### src/rtl/sram_rr_arbiter.sv
// sram_rr_arbiter
//
// Purpose:
//   Shares one single-port SRAM macro (active-low CEB/WEB, registered Q one
//   cycle after a read edge) between two requesters. At most one access is
//   issued per cycle. A two-way round-robin pointer breaks ties. Reads are
//   tracked with a one-entry in-flight tag, and their data is returned
//   through a small per-port response FIFO.
//
// Ports:
//   CLK, RST                      clock, asynchronous active-high reset
//   reqN_valid/ready/we/addr/wdata request channel of requester N (ready is
//                                 combinational: it is the grant)
//   rspN_valid/ready/rdata        read response channel of requester N
//   sram_ceb/web/a/d              SRAM controls, driven combinationally from
//                                 the grant
//   sram_q                        SRAM read data, valid the cycle after a read
//                                 edge

module sram_rr_arbiter #(
    parameter int ADDR_W    = 10,
    parameter int DATA_W    = 32,
    parameter int RSP_DEPTH = 2
) (
    input  logic              CLK,
    input  logic              RST,

    input  logic              req0_valid,
    output logic              req0_ready,
    input  logic              req0_we,
    input  logic [ADDR_W-1:0] req0_addr,
    input  logic [DATA_W-1:0] req0_wdata,
    output logic              rsp0_valid,
    input  logic              rsp0_ready,
    output logic [DATA_W-1:0] rsp0_rdata,

    input  logic              req1_valid,
    output logic              req1_ready,
    input  logic              req1_we,
    input  logic [ADDR_W-1:0] req1_addr,
    input  logic [DATA_W-1:0] req1_wdata,
    output logic              rsp1_valid,
    input  logic              rsp1_ready,
    output logic [DATA_W-1:0] rsp1_rdata,

    output logic              sram_ceb,
    output logic              sram_web,
    output logic [ADDR_W-1:0] sram_a,
    output logic [DATA_W-1:0] sram_d,
    input  logic [DATA_W-1:0] sram_q
);

    localparam int CNT_W = $clog2(RSP_DEPTH + 1);
    localparam int PTR_W = (RSP_DEPTH > 1) ? $clog2(RSP_DEPTH) : 1;
    localparam logic [CNT_W:0] DEPTH_C = (CNT_W + 1)'(RSP_DEPTH);

    // Gather the two requester channels into arrays indexed by port.
    logic [1:0]        req_valid;
    logic [1:0]        req_we;
    logic [1:0]        rsp_ready;
    logic [ADDR_W-1:0] req_addr  [2];
    logic [DATA_W-1:0] req_wdata [2];

    assign req_valid    = {req1_valid, req0_valid};
    assign req_we       = {req1_we, req0_we};
    assign rsp_ready    = {rsp1_ready, rsp0_ready};
    assign req_addr[0]  = req0_addr;
    assign req_addr[1]  = req1_addr;
    assign req_wdata[0] = req0_wdata;
    assign req_wdata[1] = req1_wdata;

    // Control state.
    logic             prio_q, prio_d;
    logic             tag_vld_q, tag_vld_d;
    logic             tag_port_q, tag_port_d;
    logic [CNT_W-1:0] occ_q    [2];
    logic [CNT_W-1:0] occ_d    [2];
    logic [PTR_W-1:0] wr_ptr_q [2];
    logic [PTR_W-1:0] wr_ptr_d [2];
    logic [PTR_W-1:0] rd_ptr_q [2];
    logic [PTR_W-1:0] rd_ptr_d [2];

    // Response storage (data only, never reset).
    logic [DATA_W-1:0] fifo_q [2][RSP_DEPTH];

    logic [1:0]       infl;
    logic [1:0]       push;
    logic [1:0]       pop;
    logic [1:0]       rd_ok;
    logic [1:0]       elig;
    logic [1:0]       gnt;
    logic [CNT_W:0]   lvl [2];
    logic             sel;

    function automatic logic [PTR_W-1:0] next_ptr(input logic [PTR_W-1:0] p);
        if (p == PTR_W'(RSP_DEPTH - 1)) begin
            return '0;
        end
        return p + PTR_W'(1);
    endfunction

    // Eligibility: a read may only be issued if the FIFO is guaranteed room
    // when its data arrives, counting the read already in flight and
    // crediting an entry being popped this cycle.
    always_comb begin
        for (int p = 0; p < 2; p++) begin
            infl[p]  = tag_vld_q & (tag_port_q == 1'(p));
            push[p]  = infl[p];
            pop[p]   = (occ_q[p] != '0) & rsp_ready[p];
            lvl[p]   = {1'b0, occ_q[p]} + (CNT_W + 1)'(infl[p])
                       - (CNT_W + 1)'(pop[p]);
            rd_ok[p] = (lvl[p] < DEPTH_C);
            elig[p]  = req_valid[p] & (req_we[p] | rd_ok[p]);
        end
    end

    // Grant is suppressed while RST is high so the SRAM is deselected
    // immediately, not only after the next edge.
    always_comb begin
        gnt[0] = ~RST & elig[0] & (~elig[1] | ~prio_q);
        gnt[1] = ~RST & elig[1] & (~elig[0] |  prio_q);
    end

    assign sel        = gnt[1];
    assign req0_ready = gnt[0];
    assign req1_ready = gnt[1];

    always_comb begin
        sram_ceb = 1'b1;
        sram_web = 1'b1;
        sram_a   = '0;
        sram_d   = '0;
        if (gnt != 2'b00) begin
            sram_ceb = 1'b0;
            sram_web = ~req_we[sel];
            sram_a   = req_addr[sel];
            sram_d   = req_wdata[sel];
        end
    end

    // Next-state for pointer, tag and FIFO bookkeeping.
    always_comb begin
        prio_d = prio_q;
        if (gnt[0]) begin
            prio_d = 1'b1;
        end else if (gnt[1]) begin
            prio_d = 1'b0;
        end

        tag_vld_d  = |(gnt & ~req_we);
        tag_port_d = gnt[1];

        for (int p = 0; p < 2; p++) begin
            occ_d[p]    = occ_q[p] + CNT_W'(push[p]) - CNT_W'(pop[p]);
            wr_ptr_d[p] = push[p] ? next_ptr(wr_ptr_q[p]) : wr_ptr_q[p];
            rd_ptr_d[p] = pop[p]  ? next_ptr(rd_ptr_q[p]) : rd_ptr_q[p];
        end
    end

    always_ff @(posedge CLK or posedge RST) begin
        if (RST) begin
            prio_q     <= 1'b0;
            tag_vld_q  <= 1'b0;
            tag_port_q <= 1'b0;
            for (int p = 0; p < 2; p++) begin
                occ_q[p]    <= '0;
                wr_ptr_q[p] <= '0;
                rd_ptr_q[p] <= '0;
            end
        end else begin
            prio_q     <= prio_d;
            tag_vld_q  <= tag_vld_d;
            tag_port_q <= tag_port_d;
            for (int p = 0; p < 2; p++) begin
                occ_q[p]    <= occ_d[p];
                wr_ptr_q[p] <= wr_ptr_d[p];
                rd_ptr_q[p] <= rd_ptr_d[p];
            end
        end
    end

    // SRAM Q is captured on the edge after the read edge.
    always_ff @(posedge CLK) begin
        for (int p = 0; p < 2; p++) begin
            if (push[p]) begin
                fifo_q[p][wr_ptr_q[p]] <= sram_q;
            end
        end
    end

    // Read data is forced to zero when empty so reset and idle look clean.
    assign rsp0_valid = (occ_q[0] != '0);
    assign rsp1_valid = (occ_q[1] != '0);
    assign rsp0_rdata = rsp0_valid ? fifo_q[0][rd_ptr_q[0]] : '0;
    assign rsp1_rdata = rsp1_valid ? fifo_q[1][rd_ptr_q[1]] : '0;

endmodule

### config.mk
export PLATFORM = sky130hd
export DESIGN_NAME = sram_rr_arbiter
export DESIGN_NICKNAME = d
export VERILOG_FILES = /design/src/rtl/sram_rr_arbiter.sv
export SDC_FILE = /design/constraint.sdc
export NUM_CORES = 1
export LEC_CHECK = 0
export BUFFER_PORTS_ARGS = -buffer_cell sky130_fd_sc_hd__clkbuf_2
export CAP_MARGIN = 10
export CORE_MARGIN = 1
export CORE_UTILIZATION = 40
export CTS_BUF_LIST = sky130_fd_sc_hd__clkbuf_4 sky130_fd_sc_hd__clkbuf_8
export DETAILED_ROUTE_END_ITERATION = 16
export GPL_TIMING_DRIVEN = 0
export HOLD_SLACK_MARGIN = 0.1
export PLACE_DENSITY = 0.65
export SYNTH_ARGS = -nofsm -noshare
export SYNTH_HDL_FRONTEND = slang
export SYNTH_SLANG_ARGS = --single-unit
### constraint.sdc
create_clock -name CLK -period 3.88 [get_ports CLK]
set_clock_uncertainty 0.1 [all_clocks]
set_input_delay 0 -clock CLK [delete_from_list [all_inputs] [get_ports CLK]]
set_output_delay 0 -clock CLK [all_outputs]
set_load 0.05 [all_outputs]
# Word-level counts from Yosys, hierarchy flattened

Memory sizes are Yosys's and may differ from the RTL's.
Cells that the tools add are included.

Bits in registers: 11
Memory bits (writable): 128
Memories: 1
Word-level logic and storage cells: 111
Output and inout port bits: 112

Bitwise logic cells: 27
Magnitude comparators: 10
Reduce and logical (&&, ||, !) cells: 7
Add/subtract/negate cells: 12
Multiplexer cells: 45

Memories:

| name   | depth | width | read ports | clocked after memory_dff | wr ports | RTL line | source |
|---|---|---|---|---|---|---|---|
| fifo_q | 2     | 64    | 2          | 0                        | 1        | 84       | `logic [DATA_W-1:0] fifo_q [2][RSP_DEPTH];` |

Operator list:

| kind                                                                  | count |
|---|---|
| 32-bit 2-to-1 mux                                                     | 14 |
| 64-bit 2-to-1 mux                                                     | 4 |
| 32-bit demux with 1-bit select                                        | 2 |
| 64-bit OR reduction                                                   | 1 |
| 10-bit 2-to-1 mux                                                     | 4 |
| 1-bit 2-to-1 mux                                                      | 21 |
| 1-bit AND                                                             | 10 |
| 2-bit >= comparator (second input constant)                           | 5 |
| 1-bit inverter with 2-bit output                                      | 5 |
| 2-bit by 1-bit adder with 3-bit output                                | 2 |
| 3-bit by 2-bit < comparator with 1-bit output (second input constant) | 2 |
| 1-bit inverter                                                        | 6 |
| 2-bit nonzero test                                                    | 3 |
| 3-bit by 1-bit subtractor with 3-bit output                           | 2 |
| 1-bit adder (second input constant)                                   | 4 |
| 2-bit by 1-bit adder with 2-bit output                                | 2 |
| 2-bit by 1-bit < comparator with 1-bit output (second input constant) | 2 |
| 1-bit OR                                                              | 4 |
| 2-bit by 1-bit subtractor with 2-bit output                           | 2 |
| 2-bit AND                                                             | 1 |
| 1-bit logical AND                                                     | 2 |
| 1-bit by 2-bit < comparator with 1-bit output (second input constant) | 1 |
| 2-bit inverter                                                        | 1 |
| 2-bit OR reduction                                                    | 1 |

# Depth between registers and ports, before layout

Gate-level depths: netlist of run 1.

Depth after elaboration: 15
Depth in mapped cells: 12
Depth with buffers taken out: 11

# Worst setup path after synthesis of run 1

Ideal clock, no wire load.

Path type: register to output
Start: register occ_q[3] (netlist name)
End: output port sram_d[10]
Buffers on the path: 1
Arrival time: 3.583 ns
Data required time: 3.780 ns
Stages on the path, launching flop included: 13
Path slack: 0.197 ns
Cells stage by stage: dfrtp_1 > nor2_1 > inv_1 > and2_1 > ha_1 > inv_1 > ha_1 > fa_1 > xor2_2 > a31o_1 > nor3_4 > buf_2 > a22o_1

Cells in the longest elaborated chain, start to end: 14

RTL lines:

| item                                                   | RTL line | source |
|---|---|---|
| from (decl)                                            | 76       | `logic [CNT_W-1:0] occ_q [2];` |
| from (signal, indexed assignment)                      | 175      | `occ_q[p] <= occ_d[p];` |
| 2-bit nonzero test (*)                                 | -        |  |
| net rsp0_valid                                         | 33       | `output logic rsp0_valid,` |
| 1-bit AND (*)                                          | 109      | `pop[p] = (occ_q[p] != '0) & rsp_ready[p];` |
| net pop[0]                                             | 88       | `logic [1:0] pop;` |
| 3-bit by 1-bit subtractor with 3-bit output (*)        | 111      | `- (CNT_W + 1)'(pop[p]);` |
| 3-bit by 2-bit < comparator with 1-bit output (*)      | 112      | `rd_ok[p] = (lvl[p] < DEPTH_C);` |
| 1-bit OR (*)                                           | 113      | `elig[p] = req_valid[p] & (req_we[p] \| rd_ok[p]);` |
| 1-bit AND (*)                                          | 113      |  |
| 1-bit inverter (*)                                     | 121      | `gnt[1] = ~RST & elig[1] & (~elig[0] \| prio_q);` |
| 1-bit OR (*)                                           | 121      |  |
| 1-bit AND (*)                                          | 121      |  |
| net req1_ready                                         | 38       | `output logic req1_ready,` |
| 1-bit inverter with 2-bit output (implied by the code) | 137      | `sram_d = req_wdata[sel];` |
| 32-bit 2-to-1 mux (implied by the code) (3 in series)  | 137      |  |
| 32-bit 2-to-1 mux (*)                                  | 133      | `if (gnt != 2'b00) begin` |
| to (decl)                                              | 49       | `output logic [DATA_W-1:0] sram_d,` |

The timed path passes the listed nets; every way through them passes the cells marked *. The select of a mux whose other input is x is not followed.

# Worst setup path after layout of run 1

Start: register occ_q[3] (netlist name)
End: output port sram_d[2]

Cells in the longest elaborated chain, start to end: 14

RTL lines:

| item                                                   | RTL line |
|---|---|
| 2-bit nonzero test (*)                                 | 109 |
| 1-bit AND (*)                                          | 109 |
| net pop[0]                                             | 88 |
| 3-bit by 1-bit subtractor with 3-bit output (*)        | 111 |
| 3-bit by 2-bit < comparator with 1-bit output (*)      | 112 |
| 1-bit OR (*)                                           | 113 |
| 1-bit AND (*)                                          | 113 |
| 1-bit inverter                                         | 121 |
| 1-bit OR                                               | 121 |
| 1-bit AND                                              | 121 |
| 1-bit inverter with 2-bit output (implied by the code) | 137 |
| 32-bit 2-to-1 mux (implied by the code) (3 in series)  | 137 |
| 32-bit 2-to-1 mux (*)                                  | 133 |

Marks and branches as above.

==> results of run 1 <==
stage by stage:
stage	power (uW)	std cells	setup TNS [ps]	area, um2
3_5_place_dp	5830	808	-30.61	7423
6_report	7096	885	0	8406
4_1_cts	7055	880	0	8277
5_1_grt	7411	885	-6.250	8406
3_3_place_gp	5766	804	0	7305
2_1_floorplan	4832	385	0	5898
logic make-up (layout without fill, tap and decap cells):
family / count (synthesis) / count (layout) / share of synthesized area [%]
flops: 139 / 139 / 69.83
fa+ha+maj: 6 / 6 / 1.527
simple gates: 83 / 83 / 5.897
xor+xnor: 6 / 6 / 1.018
buf+inv: 35 / 351 / 2.949
mux: 64 / 64 / 10.86
compound gates: 52 / 52 / 7.912
registers in the layout (all words and copies together), names as in the netlist:
register and count:
tag_port_q 1, occ_q 4, prio_q 1, rd_ptr_q 2, wr_ptr_q 2, tag_vld_q 1, fifo_q 128
worst max path at each step:
stage                                  start    endpoint  slack [ps]  cells after the start
after CTS                 occ_q[3]$_DFF_PP0_   sram_d[0]         0.2                     13
after floorplan           occ_q[3]$_DFF_PP0_  sram_d[10]         200                     12
after detailed placement  occ_q[1]$_DFF_PP0_  sram_d[19]         -30                     13
final                     occ_q[3]$_DFF_PP0_   sram_d[2]         200                     14
after global routing      occ_q[3]$_DFF_PP0_   sram_a[3]          -3                     14
after global placement    occ_q[1]$_DFF_PP0_  sram_d[19]          30                     13
power by group:
| part | switching [uW] | internal [uW] |
|---|---|---|
| clock network | 537 | 566 |
| registers | 85.8 | 1830 |
| logic | 2960 | 1120 |
| total | 3580 | 3510 |
routing by layer:
layer	up-vias	part of all wire, %	track usage [%]
li1	2052	-	-
met1	2145	38	21.77
met2	175	55	42.39
met3	19	5.5	5.581
met4	0	2.0	7.907
met5	-	0	0
worst min-delay path: stages:
cell	delay (ps)
dlygate4sd3_1	550
clkbuf_2	190
inv_1	400
layout make-up:
type / instances / area, um2 / area share (%)
plain buffers: 22 / 150.1 / 1.786
clock buffers: 18 / 241.5 / 2.873
clock inverters: 12 / 125.1 / 1.489
inverters: 13 / 48.80 / 0.5805
multi-input cells: 211 / 1675 / 19.93
flip-flops and latches: 139 / 4119 / 49.00
well taps: 184 / 230.2 / 2.739
repair buffers: 286 / 1815 / 21.60
cells in the final DEF (no fill, tap or decap), drive strengths merged, types with 2 or more instances in the layout:
cell type	instances
xor2	3
nor2	70
dlygate4sd3	39
o21ai	2
bufinv	2
mux2i	64
dfrtp	11
nand2	4
clkinvlp	4
and2	3
buf	53
clkbuf	234
nand2b	2
inv	15
xnor2	3
edfxtp	128
a22o	43
fa	2
ha	4
clkinv	4
what timing repair did:
item | CTS | global route
setup buffers | 3 | 4
endpoints found under the setup margin | 44 | 44
gates resized for setup | 24 | 70
pin swaps | 2 | 3
cloned | 0 | 1
hold buffers | 39 | 0
endpoints found under the hold margin | 145 | 0
==> results.toml, run 1 <==
[outcome]
status = "finished clean"

[sta]
fin_crit_sh_pct = 94.97
setup_slack_ps = 195.0
maxSlewHeadroom_pct = 57.09
drv_slew = 0
fin_crit_ps = 3685
hold_violations = 0
hold_ws_ps = 139.0
tightest_slew_ps = 642.2
setup_violations = 0
fmax_mhz = 271.4

[routing]
route.vias.total = 4391
detail-route-antenna-nets = 0
drt_iter0_drc = 216
first_pass_iters = 4
wl_per_cell_um = 18.79
remaining_drc_errors = 0
wl_mm = 16.63
routed_via_density = 4.962

[clock_tree]
path_clk_slew_ps = 70
clk_latency_ps = 450
cts.sinks = 139
cts_tree = "yes"
htree_levels = 4
cts_buffers = 17
cts_root_buffer = "clkbuf_8"
cts_max_path_buffers = 2

[synthesis]
ys_warn_count = 0
async_flop_share_pct = 7.914
synth.most_common_cell = "edfxtp_1"
syn-instance-count = 385
ys_ff_latch = 139
synth_area_mm2 = 0.005898
avgSynthCellArea_um2 = 15.32
yosysTopAreaCellShare_pct = 65.17
synth-edff-count = 128
synthFlopType = "edfxtp_1"
ys_seq_area_share_pct = 69.83
synthTopCellsByArea = "edfxtp_1 65%, mux2i_1 11%, a22o_1 6.4%"
synth_area_leader_cell = "edfxtp_1"
syn-num-nets = 515
synth_commonest_cells = "128 x edfxtp_1, 70 x nor2_1, 64 x mux2i_1"
ys_types = 31

[place]
port_buffers = 235
globalplace.congestion = 0.7991
pre_cts_slack_ps = -29.59
dp_hpwl_mm = 11.66

[critical_path]
start_kind = "flip-flop"
end_kind = "primary output"
path_cells = "nor2_4 > inv_1 > and2_1 > ha_1 > inv_1 > ha_1 > fa_1 > xor2_2 > a31o_1 > nor3_4 > buf_4 > buf_6 > a22o_1 > clkbuf_4"
path_class = "flip-flop to primary output"
r2r_cells = 14
cp_max_fo = 10
slowest_delay_ps = 440
worstPathRequired_ps = 3780
critPathTopFamily = "adder cells"
critPathBufInv = 5
reg2reg_to = "tag_vld_q$_DFF_PP0_"
cp_slowest_cell = "dfrtp_1"
r2r_start = "occ_q[3]$_DFF_PP0_"
critPathArrivalTime_ps = 3580
r2r_setup_slack_ps = 260

[global_routing]
grt_max_degree = 27
grt_pass1_wl_mm = 22.95
grt_pass1_vias = 4315
antenna_found_initial = 0
grt-ovfl-total = 0
grt_usage_pct = 21.70

[floorplan]
io_pins = 236
core_mm2 = 0.01448
die_h_um = 123.4
dieArea_mm2 = 0.01524
row_count = 44
die_w_um = 123.4
initial_core_util_pct = 40.74

[layout]
fillers = 1202
areaGrowthSynthToFinish_pct = 42.51
num_antenna_cells = 0
drive_above_1_share_pct = 43.37
layout.nets = 820
finish.utilization_pct = 58.05

[pwr]
ir_drop_uv = 542.3
pwr_density_cell_mw_per_mm2 = 844.2
p_leak_uw = 0.003708

[job]
maxCapViolations = 0

[min_path]
hold_path_class = "input pin to async pin"
Power figures use the tool's default switching activity.
==> run 2, diff against run 1 <==
--- a/config.mk
+++ b/config.mk
@@ -13,7 +13,8 @@
 export DETAILED_ROUTE_END_ITERATION = 16
 export GPL_TIMING_DRIVEN = 0
 export HOLD_SLACK_MARGIN = 0.1
-export PLACE_DENSITY = 0.65
+export PLACE_DENSITY = 0.66
+export SLEW_MARGIN = 20
 export SYNTH_ARGS = -nofsm -noshare
 export SYNTH_HDL_FRONTEND = slang
 export SYNTH_SLANG_ARGS = --single-unit
==> constraint.sdc (replaced) <==
create_clock -name CLK -period 3.88 [get_ports CLK]
set_clock_uncertainty 0.1 [all_clocks]
set_input_delay 0 -clock CLK [delete_from_list [all_inputs] [get_ports CLK]]
set_output_delay 0 -clock CLK [all_outputs]
set_load 0.01 [all_outputs]
==> run 2 against run 1 <==
Effect of this change: core utilization shrank 1.1 points; power shrank 24%; largest power group unchanged; sequential share of layout area grew 0.95 points; critical path depth shrank 1; worst setup slack gained 50 ps; non-clock buffer count shrank 1; register-to-register slack is essentially flat; clock-buffer cell count grew 2; sequential cell count is the same; clock power shrank 6%; global-route usage shrank 0.57 points; hold slack lost 3.0 ps.
==> results.toml, run 2 (same netlist as run 1, synthesis figures left out) <==
[outcome]
status = "finished clean"

[floorplan]
dieArea_mm2 = 0.01524
die_w_um = 123.4
core_mm2 = 0.01448
die_h_um = 123.4
io_pins = 236
row_count = 44
initial_core_util_pct = 40.74

[layout]
largest_reg_flops = 128
most-common-layout-cells = "235 x clkbuf_2, 128 x edfxtp_1, 65 x nor2_1, 64 x mux2i_1, 43 x a22o_1"
areaGrowthSynthToFinish_pct = 39.80
num_antenna_cells = 0
final_common_cell = "clkbuf_2"
drive_above_1_share_pct = 42.63
layout.nets = 819

[global_routing]
grt_pass1_wl_mm = 22.66
grt_usage_pct = 21.12
grt-ovfl-total = 0
antenna_found_initial = 0
grt_max_degree = 23
grt_pass1_vias = 4388

[clock_tree]
cts_buffers = 17
cts_root_buffer = "clkbuf_8"
cts.sinks = 139
htree_levels = 4
path_clk_slew_ps = 70
clk_latency_ps = 430
cts_tree = "yes"
cts_max_path_buffers = 2

[pwr]
pwr_density_cell_mw_per_mm2 = 656.8
ir_drop_uv = 358.4
p_leak_uw = 0.003656

[critical_path]
path_class = "flip-flop to primary output"
cp_slowest_cell = "dfrtp_1"
start_kind = "flip-flop"
end_kind = "primary output"
cp-startpoint = "occ_q[3]$_DFF_PP0_"
worstPathRequired_ps = 3780
r2r_start = "occ_q[3]$_DFF_PP0_"
cp_max_fo = 10
critPathArrivalTime_ps = 3540
slowest_delay_ps = 440
path_cells = "nor2_4 > inv_1 > and2_1 > ha_1 > inv_1 > ha_1 > fa_1 > xor2_2 > a31o_1 > nor3_4 > buf_4 > a22o_1 > clkbuf_2"

[sta]
setup_violations = 0
fmax_mhz = 275.1
setup-tns-final_ps = 0
hold_ws_ps = 136.0
maxSlewHeadroom_pct = 60.66
hold_violations = 0
fin_crit_sh_pct = 93.69
rsz0062_at_grt = "false"
fin_crit_ps = 3635
drv_slew = 0
tightest_slew_ps = 588.6

[routing]
wl_per_cell_um = 18.21
routed_via_density = 4.937
wl_mm = 16.08
first_pass_iters = 5
remaining_drc_errors = 0
dr_wl_met2_mm = 8.742
route.vias.total = 4359
drt-met1-wl_mm = 6.176
drt_iter0_drc = 147
detail-route-antenna-nets = 0
highest_layer = "met4"
dr_wl_met3_mm = 1.012

[job]
maxCapViolations = 0

[place]
port_buffers = 235
globalplace.congestion = 0.7931
dp_hpwl_mm = 11.45

[min_path]
hold_path_class = "input pin to async pin"
-- run 2: final timing paths --
check / endpoint / depth (start not counted) / slack (ps)
hold / removal: occ_q[2]$_DFF_PP0_ / 3 / 140
setup reg to reg: tag_vld_q$_DFF_PP0_ / 13 / 270
setup / recovery: sram_d[0] / 13 / 240
hold reg to reg: wr_ptr_q[0]$_DFFE_PP0P_ / 1 / 450
max in group asynchronous: wr_ptr_q[0]$_DFFE_PP0P_ / 3 / 3220
min in group CLK: tag_port_q$_DFF_PP0_ / 4 / 180
-- run 2: power by group --
part           total, uW  switching, uW  internal [uW]
Clock               1030            518            509
Combinational       2480           1440           1040
Sequential          1910           84.3           1830
Total               5420           2040           3380
-- run 2: timing repair --
action | CTS | global route
gates resized for setup | 4 | 7
pin swaps | 2 | 3
hold buffers | 40 | 0
setup endpoints to repair | 44 | 45
endpoints found under the hold margin | 144 | 0
setup buffers | 3 | 3
-- run 2: critical path: cells and delay by family, from the launching register on --
kind | cells | cell delay, ps
simple gates | 3 | 600
flops | 1 | 440
compound gates | 2 | 480
buf+inv | 4 | 490
xor+xnor | 1 | 210
fa+ha+maj | 3 | 860
-- run 2: metal layers --
layer	track usage [%]	vias to the layer above
met5	0	-
met2	41.52	166
li1	-	2056
met4	6.401	0
met3	5.766	14
met1	21.29	2123
-- run 2: cell type report --
cell class | instances | area, um2
Sequential cell | 139 | 4119
Buffer | 22 | 136.4
Clock buffer | 20 | 256.5
Clock inverter | 9 | 77.57
Multi-Input combinational cell | 211 | 1660
Inverter | 13 | 48.80
Fill cell | 1214 | 6233
Tap cell | 184 | 230.2
Timing Repair Buffer | 285 | 1717
-- run 2: through the flow --
| stage | cell area [um2] | setup slack, ps | util, % | total power, uW | std cells |
|---|---|---|---|---|---|
| final | 8245 | 244.9 | 56.95 | 5416 | 883 |
| after global routing | 8245 | 15.55 | 56.95 | 5736 | 883 |
| after CTS | 8193 | 2.627 | 56.58 | 5410 | 880 |
| after detailed placement | 7423 | 143.8 | 51.27 | 4313 | 808 |
| after global placement | 7305 | 125.9 | 50.45 | 4256 | 804 |
| after floorplan | 5898 | 761.8 | - | 3329 | 385 |
